File: src/rtl/ysyx_23060187_ifu.sv
// ysyx_23060187_ifu: instruction fetch unit.
// Walks FETCH -> WAIT -> OUT once per instruction. It keeps at most one
// memory request in flight and drops the stale response when a redirect
// overtakes an accepted request.
module ysyx_23060187_ifu #(
  parameter logic [31:0] RESET_PC = 32'h8000_0000
) (
  input  logic        clk,
  input  logic        rst_n,
  output logic        imem_req_valid,
  input  logic        imem_req_ready,
  output logic [31:0] imem_req_addr,
  input  logic        imem_resp_valid,
  input  logic [31:0] imem_resp_data,
  output logic        inst_valid,
  input  logic        inst_ready,
  output logic [31:0] inst,
  output logic [31:0] inst_pc,
  input  logic        redirect_valid,
  input  logic [31:0] redirect_pc,
  output logic [31:0] fetch_cnt
);

  typedef enum logic [1:0] {
    S_FETCH = 2'd0,
    S_WAIT  = 2'd1,
    S_OUT   = 2'd2
  } state_e;

  state_e      state_q, state_d;
  logic [31:0] pc_q, pc_d;
  logic [31:0] inst_q, inst_d;
  logic [31:0] inst_pc_q, inst_pc_d;
  logic [31:0] fetch_cnt_q, fetch_cnt_d;
  logic        drop_q, drop_d;
  logic        req_fire;
  logic        inst_fire;

  // The request is held off while reset is asserted and while a stale response is still owed.
  assign imem_req_valid = rst_n && (state_q == S_FETCH) && !drop_q;
  assign imem_req_addr  = pc_q;
  assign inst_valid     = (state_q == S_OUT);
  assign inst           = inst_q;
  assign inst_pc        = inst_pc_q;
  assign fetch_cnt      = fetch_cnt_q;
  assign req_fire       = imem_req_valid && imem_req_ready;
  assign inst_fire      = inst_valid && inst_ready;

  // Next-state logic. The normal handshake flow is computed first, then a redirect overrides it.
  always_comb begin
    state_d     = state_q;
    pc_d        = pc_q;
    inst_d      = inst_q;
    inst_pc_d   = inst_pc_q;
    fetch_cnt_d = fetch_cnt_q;
    drop_d      = drop_q;

    case (state_q)
      S_FETCH: begin
        if (drop_q) begin
          if (imem_resp_valid) begin
            drop_d = 1'b0;
          end
        end else if (req_fire) begin
          state_d = S_WAIT;
        end
      end
      S_WAIT: begin
        if (imem_resp_valid) begin
          inst_d    = imem_resp_data;
          inst_pc_d = pc_q;
          state_d   = S_OUT;
        end
      end
      S_OUT: begin
        if (inst_fire) begin
          state_d     = S_FETCH;
          pc_d        = pc_q + 32'd4;
          fetch_cnt_d = fetch_cnt_q + 32'd1;
        end
      end
      default: begin
        state_d = S_FETCH;
      end
    endcase

    if (redirect_valid) begin
      state_d     = S_FETCH;
      pc_d        = {redirect_pc[31:2], 2'b00};
      fetch_cnt_d = fetch_cnt_q;
      inst_d      = inst_q;
      inst_pc_d   = inst_pc_q;
      // In WAIT, a response arriving this same cycle is the one being discarded, so nothing is owed afterwards.
      if (state_q == S_WAIT) begin
        drop_d = !imem_resp_valid;
      end else if (req_fire) begin
        drop_d = 1'b1;
      end
    end
  end

  // State registers with synchronous active-low reset.
  always_ff @(posedge clk) begin
    if (!rst_n) begin
      state_q     <= S_FETCH;
      pc_q        <= RESET_PC;
      inst_q      <= 32'd0;
      inst_pc_q   <= 32'd0;
      fetch_cnt_q <= 32'd0;
      drop_q      <= 1'b0;
    end else begin
      state_q     <= state_d;
      pc_q        <= pc_d;
      inst_q      <= inst_d;
      inst_pc_q   <= inst_pc_d;
      fetch_cnt_q <= fetch_cnt_d;
      drop_q      <= drop_d;
    end
  end

endmodule
File: config.mk
export PLATFORM = sky130hd
export DESIGN_NAME = ysyx_23060187_ifu
export DESIGN_NICKNAME = d
export VERILOG_FILES = /design/src/rtl/ysyx_23060187_ifu.sv
export SDC_FILE = /design/constraint.sdc
export NUM_CORES = 1
export LEC_CHECK = 0
export BUFFER_PORTS_ARGS = -buffer_cell sky130_fd_sc_hd__buf_2
export CAP_MARGIN = 20
export CORE_MARGIN = 1.5
export CORE_UTILIZATION = 35
export DETAILED_ROUTE_END_ITERATION = 16
export SLEW_MARGIN = 40
export SYNTH_ARGS = -nofsm -noshare
export SYNTH_HDL_FRONTEND = slang
export SYNTH_SLANG_ARGS = --single-unit
File: constraint.sdc
create_clock -name clk -period 4.9 [get_ports clk]
set_input_delay 1.225 -clock clk [delete_from_list [all_inputs] [get_ports clk]]
set_output_delay 1.225 -clock clk [all_outputs]
set_load 0.01 [all_outputs]
After elaboration in Yosys (flattened, before gate mapping). Index checks and enable logic that the tools add are counted.

Bits in registers: 131. Bits in latches: 0. RAM bits: 0. Memory bits (read-only): 0. Output and inout port bits: 130. Word-level logic and storage cells: 46. Memories: 0.

Add/subtract/negate cells: 2. Multipliers: 0. Divide/modulo/power cells: 0. Order comparisons: 0. Eq/ne operators: 6. Shifts and indexed selects: 0. Multiplexer cells: 14. Bitwise logic cells: 2. Reductions and logical operators: 15.

Operators with widths (count): $mux W32 (3); $add A32 B1 Y32 const B (1); $add A32 B3 Y32 const B (1); $mux W2 (4); $mux W1 (6); $ne A2 B2 Y1 const B (3); $pmux W2 S3 (1); $reduce_and A3 Y1 (2); $logic_and A1 B1 Y1 (4); $reduce_and A2 Y1 (2); $reduce_and A4 Y1 (1); $reduce_bool A2 Y1 (2); $eq A2 B1 Y1 const B (1); $eq A2 B2 Y1 const B (1); $logic_not A1 Y1 (2); $logic_not A2 Y1 (1); $ne A2 B1 Y1 const B (1); $not A1 Y1 (2); $reduce_or A2 Y1 (1).

Depth between registers and ports, before layout.
Depth after elaboration: 7. Gate-level depth with buffers: 8. Depth with buffers taken out: 5.

Worst setup path before layout. No wires, ideal clock.

Path kind: input-to-output. Start point: input port rst_n. End point: output port imem_req_valid. Data arrival time: 1.767 ns. Required time: 3.675 ns. Slack: 1.908 ns. Stages: 2. Buffers on the path: 0. Cells stage by stage: inv_1 nor4_1.

Cells in the longest elaborated chain, start to end: 2.

RTL lines: start: declaration (line 9) `input logic rst_n,`; $logic_and A1 B1 Y1 (2 in a row) (line 40) `assign imem_req_valid = rst_n && (state_q == S_FETCH) && !drop_q;`; end: declaration (line 10) `output logic imem_req_valid,`.

Every way passes these cells.

Worst setup path after layout. Ends and elaborated chain as after synthesis.

==> results.cfg <==
[worst_setup_path]
criticalPathCategory = in2out
critPathLaunch = rst_n
crit_chain = buf_2, clkinv_2, nor4_1, buf_2
path_buf_inv = 3
slowest_stage = nor4_1
critPathLaunchType = primary input
endpoint_kind = output pin
cp_slowest_stage_delay_ns = 0.47
crit_arrival_ns = 2.32
cp.required_ns = 3.67
crit_fanout = 27
reg2reg_from = state_q[0]
cp_top_family = buffers and inverters
cp_common_cell = buf_2

[detailed_routing]
drtIter0Drc = 297
vias_per_cell = 5.11
wirelength_mm = 16.9
routedWlPerCell_um = 15.1
ant_nets = 0
vias = 5727
dr.pass1.iters = 4
drc_errors = 0

[cts]
cts_tree = built
h-tree-depth = 4
cts_buffer_depth = 2
clock_sinks = 127
holdBufCountCts = 0
post_cts_buffers = 0
clk_pin_slew_ns = 0.06
clockRootBuffer = clkbuf_16
worstSkewPairLatency_ns = 0.42
ctsResizeCount = 0
cts_buffers = 17

[placement]
port-buffer-count = 193
numPlacedInstances = 1090
gp_congestion = 0.810
place_ws_ns = 1.22
dp_hpwl_mm = 11.3

[final_layout]
drive_above_1_share = 0.269
layout.nets = 965
layoutNonFillerInstCount = 1121
area_growth_pct = 29.2
final.fill_count = 1643
diodes = 0

[power_and_ir_drop]
p_leak_nw = 2.97
power_density_nw_per_um2 = 341
peakVddDrop_uv = 235

[sta]
setup_viol = 0
fin_worst_skew_ns = 0.0124
hold_ws_ns = 0.450
final_hold_viol_count = 0
fin_setup_tns_ns = 0
slew_headroom = 0.497
rsz0062_at_grt = no
drv_slew = 0
worst_slack_ns = 1.35
post-route-min-period_ns = 3.55
fin_crit_sh = 0.724
worst_pin_slew_ns = 0.752
fmax_ghz = 0.282

[synthesis]
seq_area_frac_synth = 0.442
synth-xor-area-share = 0.0304
synthMuxAreaShare = 0.0122
yosysTopAreaCell = dfxtp_1
synth_ff_type = dfxtp_1
async_flop_share = 0
yosys-top-cells-count = 159 x nand2_1, 127 x dfxtp_1, 95 x a21oi_1
ys_ff_latch = 127
yosys-top-cells-area = dfxtp_1 44%, nand2_1 10%, a21oi_1 8.3%
synth-simple-area-share = 0.290
synth_top_family_by_area = simple AND/OR/NAND/NOR gates
synth_warnings = 0
post-synth-top-area-fraction = 0.442
netlist_area_um2 = 5750
synth-edff-count = 0
postSynthCellCount = 724
synth_area_per_cell_um2 = 7.95
synth_compound_area_frac = 0.171
synth_cell_types = 54
synth.most_common_cell = nand2_1
synth_fa_ha_area_frac = 0.00435

[die]
rows = 46
die_w_um = 131
initial_core_util = 0.360
die_h_um = 131
pin_count = 200
core_um2 = 16000
dieArea_um2 = 17200

[worst_hold_path]
worstHoldPathType = reg2reg
worstHoldStart = inst[17]

[status]
status = complete, no violations

[run]
drv_cap = 0

[global_route]
overflow = 0
antenna_found_initial = 0
grt_usage = 0.193
grt_pass1_wl_mm = 27.0
grt_max_degree = 79
grt_pass1_vias = 5014
[path summary, 6_finish.rpt]
path / to / slack, ns / cells past startpoint
max: imem_req_valid / 1.35 / 4
min reg2reg: inst[17] / 0.45 / 2
min: inst[17] / 0.45 / 2
max reg2reg: fetch_cnt[17] / 2.26 / 5
[per-layer routing]
layer / vias to the layer above / part of all wire / GRT usage / routed length [um]
li1: 2920 / - / - / -
met5: - / 0 / 0 / 0
met4: 0 / 0.011 / 0.0581 / 194
met3: 15 / 0.049 / 0.0440 / 834
met2: 155 / 0.46 / 0.303 / 7790
met1: 2637 / 0.48 / 0.263 / 8050
[cell families after synthesis]
kind of cell               count (synthesis)
and+or+nand+nor                          332
AOI/OAI and AO/OA                        171
DFF                                      127
buffers and inverters                     64
xor gates and xnor gates                  20
muxes                                      7
adders and majority gates                  2
other                                      1
[report_power, final]
group / internal (mW) / switching, mW / leakage [nW] / total (mW)
sequential: 1.05 / 0.0335 / 1.03 / 1.09
combinational: 0.0588 / 0.0779 / 1.65 / 0.137
clock: 0.809 / 0.500 / 0.296 / 1.31
[cells in the final DEF, fill, tap and decap left out, types with 8 or more instances in the layout]
master / synthesis / layout
buf_4: 4 / 8
clkbuf_16: 0 / 17
and2_1: 10 / 10
nand4_1: 21 / 21
o21ai_0: 26 / 26
and3_1: 11 / 10
o31ai_1: 15 / 15
nor4_1: 9 / 9
nand2_1: 159 / 159
a31oi_1: 9 / 9
a21oi_1: 95 / 95
nor2_1: 24 / 24
nand3_1: 29 / 28
xor2_1: 12 / 12
xnor2_1: 8 / 8
o211ai_1: 12 / 12
or3_1: 8 / 8
buf_2: 3 / 193
or4_1: 25 / 25
dfxtp_1: 127 / 127
[final cells by class]
type                       instances  area [um2]  share of cell area
timing repair buffer             202        1040               0.140
inverter                           9        35.0             0.00471
multi-input combinational        536        2940               0.396
clock buffer                      17         425              0.0572
sequential                       127        2540               0.342
tap                              216         270              0.0364
clock inverter                    14         181              0.0244
[worst register-to-register path: stages, from the launching register on]
cell,delay [ns]
dfxtp_1,0.44
nor4bb_1,0.33
buf_4,0.20
nand4_1,0.60
or4b_2,0.85
a21oi_1,0.15
[metrics by stage]
step	util	power [mW]	cell area, um2
3_5_place_dp	0.427	1.25	6830
5_1_grt	0.465	2.62	7430
2_1_floorplan	-	1.18	5770
6_report	0.465	2.53	7430
4_1_cts	0.465	2.56	7430
3_3_place_gp	0.426	1.25	6820
[flip-flops by register name, summed over array words and instances, names as in the netlist]
register and cells:
drop_q 1, fetch_cnt 32, imem_req_addr 30, inst 32, inst_pc 30, state_q 2
(Power assumes the default switching activity.)
